===== src/rtl/demux18_stream.sv =====
// One-entry stream register that routes each accepted word to one of eight
// valid/ready output channels and keeps a transfer counter per channel.
module demux18_stream #(
    parameter int WIDTH = 8,
    parameter int CNT_W = 8
) (
    input  logic             clk,
    input  logic             rst_n,
    input  logic             in_valid,
    output logic             in_ready,
    input  logic [WIDTH-1:0] in_data,
    input  logic [2:0]       in_sel,
    output logic [WIDTH-1:0] out_data,
    output logic [7:0]       out_valid,
    input  logic [7:0]       out_ready,
    input  logic [2:0]       cnt_sel,
    output logic [CNT_W-1:0] cnt_out,
    input  logic             cnt_clr
);

    typedef enum logic {
        EMPTY = 1'b0,
        FULL  = 1'b1
    } state_t;

    state_t           state_reg;
    state_t           state_next;
    logic [WIDTH-1:0] data_reg;
    logic [2:0]       sel_reg;
    logic             accept_en;
    logic             release_en;
    logic [CNT_W-1:0] cnt_all [8];

    always_ff @(posedge clk or negedge rst_n) begin
        if (!rst_n) begin
            state_reg <= EMPTY;
        end else begin
            state_reg <= state_next;
        end
    end

    // Only out_ready of the held channel matters; in_ready never depends on in_valid.
    always_comb begin
        state_next = state_reg;
        in_ready   = 1'b0;
        release_en = 1'b0;
        accept_en  = 1'b0;
        case (state_reg)
            EMPTY: begin
                in_ready = rst_n;
            end
            FULL: begin
                release_en = out_ready[sel_reg];
                in_ready   = rst_n & out_ready[sel_reg];
            end
            default: begin
                state_next = EMPTY;
            end
        endcase
        accept_en = in_valid & in_ready;
        if (accept_en) begin
            state_next = FULL;
        end else if (release_en) begin
            state_next = EMPTY;
        end
    end

    always_ff @(posedge clk or negedge rst_n) begin
        if (!rst_n) begin
            data_reg <= '0;
            sel_reg  <= '0;
        end else if (accept_en) begin
            data_reg <= in_data;
            sel_reg  <= in_sel;
        end
    end

    assign out_data  = data_reg;
    assign out_valid = (state_reg == FULL) ? (8'b1 << sel_reg) : 8'h00;

    genvar gi;
    generate
        for (gi = 0; gi < 8; gi++) begin : g_cnt
            logic [CNT_W-1:0] cnt_reg;

            // Clear takes priority over a release on the same edge.
            always_ff @(posedge clk or negedge rst_n) begin
                if (!rst_n) begin
                    cnt_reg <= '0;
                end else if (cnt_clr) begin
                    cnt_reg <= '0;
                end else if (release_en && (sel_reg == 3'(gi))) begin
                    cnt_reg <= cnt_reg + 1'b1;
                end
            end

            assign cnt_all[gi] = cnt_reg;
        end
    endgenerate

    assign cnt_out = cnt_all[cnt_sel];

endmodule


===== config.mk =====
export PLATFORM = sky130hd
export DESIGN_NAME = demux18_stream
export DESIGN_NICKNAME = d
export VERILOG_FILES = /design/src/rtl/demux18_stream.sv
export SDC_FILE = /design/constraint.sdc
export NUM_CORES = 1
export LEC_CHECK = 0
export BUFFER_PORTS_ARGS = -buffer_cell sky130_fd_sc_hd__buf_2
export CAP_MARGIN = 10
export CORE_ASPECT_RATIO = 2
export CORE_MARGIN = 3
export CORE_UTILIZATION = 40
export CTS_BUF_LIST = sky130_fd_sc_hd__clkbuf_4
export DETAILED_ROUTE_END_ITERATION = 16
export HOLD_SLACK_MARGIN = 0.05
export PLACE_DENSITY = 0.64
export SYNTH_ARGS = -nofsm -noshare
export SYNTH_HDL_FRONTEND = slang
export SYNTH_SLANG_ARGS = --single-unit

===== constraint.sdc =====
create_clock -name clk -period 3.84 [get_ports clk]
set_clock_uncertainty 0.1 [all_clocks]
set_input_delay 0.192 -clock clk [delete_from_list [all_inputs] [get_ports clk]]
set_output_delay 0.192 -clock clk [all_outputs]
set_load 0.005 [all_outputs]

==> impl_metrics.toml <==
[detailed_routing]
ant_nets = 0
routed_wl_um = 11100
routedWlPerCell_um = 18.6
route.vias.total = 3277
vias_per_cell = 5.49
first_pass_iters = 4
route.detailed.drc = 0
drt_iter0_drc = 151

[setup_path]
critPathRequiredTime_ps = 3550
critPathTopFamily = "flip-flops"
rr_worst_depth = 5
cp-end-kind = "output pin"
endpoint = "in_ready"
reg2reg_from = "sel_reg[1]"
critical_path.max_stage_delay_ps = 790
path_buf_inv = 1
timing.critical_path.from = "sel_reg[1]"
r2r-end = "g_cnt[3].cnt_reg[7]"
critPathLaunchType = "flop"
critical_path_class = "reg2out"
reg2reg_setup_slack_ps = 1210
crit_cells = 5
cp_cell_sequence = "mux2_4 > o22a_4 > a21bo_1 > and2_1 > buf_2"
critPathMaxFanout = 19
arrival_ps = 2360
slowest_stage = "dfrtp_1"

[die]
io_pins = 51
initial_core_util_pct = 41.5
core_sq_um = 10700
die_x_um = 80.5
die_h_um = 155
rows = 53
dieArea_sq_um = 12500

[logic_synthesis]
synth_ff_type = "dfrtp_1"
ys_warn_count = 0
synthesis.nets = 434
synth_edf_count = 0
synth_area_sq_um = 4430
avgSynthCellArea_sq_um = 11.1
async_flop_share_pct = 100
ys_types = 50
ys_ff_latch = 76
seq_area_frac_synth_pct = 42.9
synth_cells = 400

[sta]
hold_viol = 0
maxSlewHeadroom_pct = 42.2
post-route-min-period_ps = 2650
clock.fmax_ghz = 0.377
setup_tns_ps = 0
final-max-slew-violation-count = 0
fin_crit_sh_pct = 69.1
finalSetupViolCount = 0
rsz0062_at_grt = "no"
worst_pin_slew_ps = 867

[layout]
syn2layout_area_growth_pct = 13.3
design_area_sq_um = 5030
drive_above_1_share_pct = 26.1
fin_nets = 488
regArea_sq_um = 1900
num-fill-cells = 992
multiInputGateArea_sq_um = 2360
largest_register_ffs = 64

[clock_tree]
cts.hold.buffers_added = 15
clock_path_buffers = 2
root_buffer = "clkbuf_4"
h-tree-depth = 3
post_cts_buffers = 0
clk_pin_slew_ps = 120
cts_made_buffers = 9
clock_latency_ps = 440
cts_tree = "built"
clock-sinks = 76
cts_resized = 0

[placement]
dp.final_hpwl_um = 8170
gp_congestion = 0.853
io_buffer_count = 50
dpl_cell_area_sq_um = 4710

[global_route]
grt.overflow.total = 0
grt_max_degree = 57
antenna_found_initial = 1
grt_pass1_wl_um = 17700
grt_pass1_vias = 3427
grt_use_total_pct = 19.0

[run_status]
status = "finished, final reports clean"

[flow_run]
maxCapViolations = 0

[power_and_ir_drop]
power_mw = 1.90
vdd_drop_max_uv = 222
power_per_cell_area_nw_per_um2 = 378
p_leak_nw = 2.23

[worst_hold_path]
hp-class = "in2async"
## routing by layer
metal	vias to the layer above	part of all wire (%)	global-route usage, %
li1	1550	-	-
met1	1649	35	18.9
met2	58	60	36.5
met3	20	2.3	3.24
met4	0	3.1	9.11
met5	-	0	0
## cells in the mapped netlist (2+ instances only)
cell      instances  area share (%)
nand4_1          16             2.3
nor3_1            7            0.79
o31a_1            2            0.40
and2_1            3            0.42
xor2_1           24             4.7
nand2_1          23             1.9
inv_1             4            0.34
dfrtp_1          76              43
buf_1             3            0.25
or3_1            11             1.6
and4bb_2          2            0.56
nand3_2           5             1.1
and4b_1           2            0.45
xnor2_1          17             3.4
clkbuf_1          7            0.59
buf_4             3            0.51
nor2_1           49             4.1
mux2_2            9             2.3
o21ba_2           3            0.68
buf_2             6            0.68
a21oi_1          14             1.6
buf_6             3            0.76
nor4_1            8             1.1
mux2_4           13             4.4
and4_1            2            0.40
mux4_2           16             8.1
mux2i_1           7             1.6
and3_1            9             1.3
ha_1              8             2.3
nand3_1          18             2.0
o21ai_0          11             1.2
## layout make-up
type	count	share of cell area [%]
multi-input cells	296	46.9
inverters	4	0.299
repair buffers	67	8.31
clock buffers	11	1.64
diodes	1	0.0498
clock inverters	5	1.52
flip-flops and latches	76	37.8
well taps	137	3.41
## how the worst min path moves through the flow
stage          slack (ps)                   to   from
2_1_floorplan        -200  g_cnt[0].cnt_reg[0]  rst_n
3_3_place_gp           10  g_cnt[6].cnt_reg[2]  rst_n
3_5_place_dp           20  g_cnt[6].cnt_reg[2]  rst_n
4_1_cts                80          out_data[4]  rst_n
5_1_grt               100  g_cnt[6].cnt_reg[2]  rst_n
6_report              100          out_data[7]  rst_n
## through the flow
step                cells  util, %  setup slack [ps]  hold slack (ps)
floorplan             400        -              1840             -204
global placement      565     44.2              1300             10.5
detailed placement    565     44.2              1250             18.1
CTS                   596     47.1              1150             81.6
global route          597     47.1              1000             99.9
finish                597     47.1              1190              101
## power breakdown
group / leakage, nW / internal [mW] / switching [mW] / total, mW
Sequential: 1.03 / 0.848 / 0.0938 / 0.942
Combinational: 1.11 / 0.202 / 0.197 / 0.399
Clock: 0.0861 / 0.276 / 0.282 / 0.559
## worst register-to-register path, cell delays in order (launching register included)
cell and delay, ps:
dfrtp_1 790, mux2_4 300, a2bb2oi_4 320, nand3_2 320
or4_1 580, a21oi_1 150
## logic make-up after synthesis
family	after synthesis	share of synthesized area (%)
buffers and inverters	28	3.92
and+or+nand+nor	165	20.5
DFF	76	42.9
xor gates and xnor gates	41	8.10
muxes	45	16.4
adders and majority gates	8	2.26
AOI/OAI and AO/OA	37	5.98
## cells in the final DEF (no fill, tap or decap), types with 14 or more instances in the layout
cell type and n:
dfrtp_1 76, dlygate4sd3_1 15, nand4_1 16, a21oi_1 14
nand3_1 18, xor2_1 24, nor2_1 49, mux4_2 16
xnor2_1 17, buf_2 49, nand2_1 23
(Power assumes the default switching activity.)
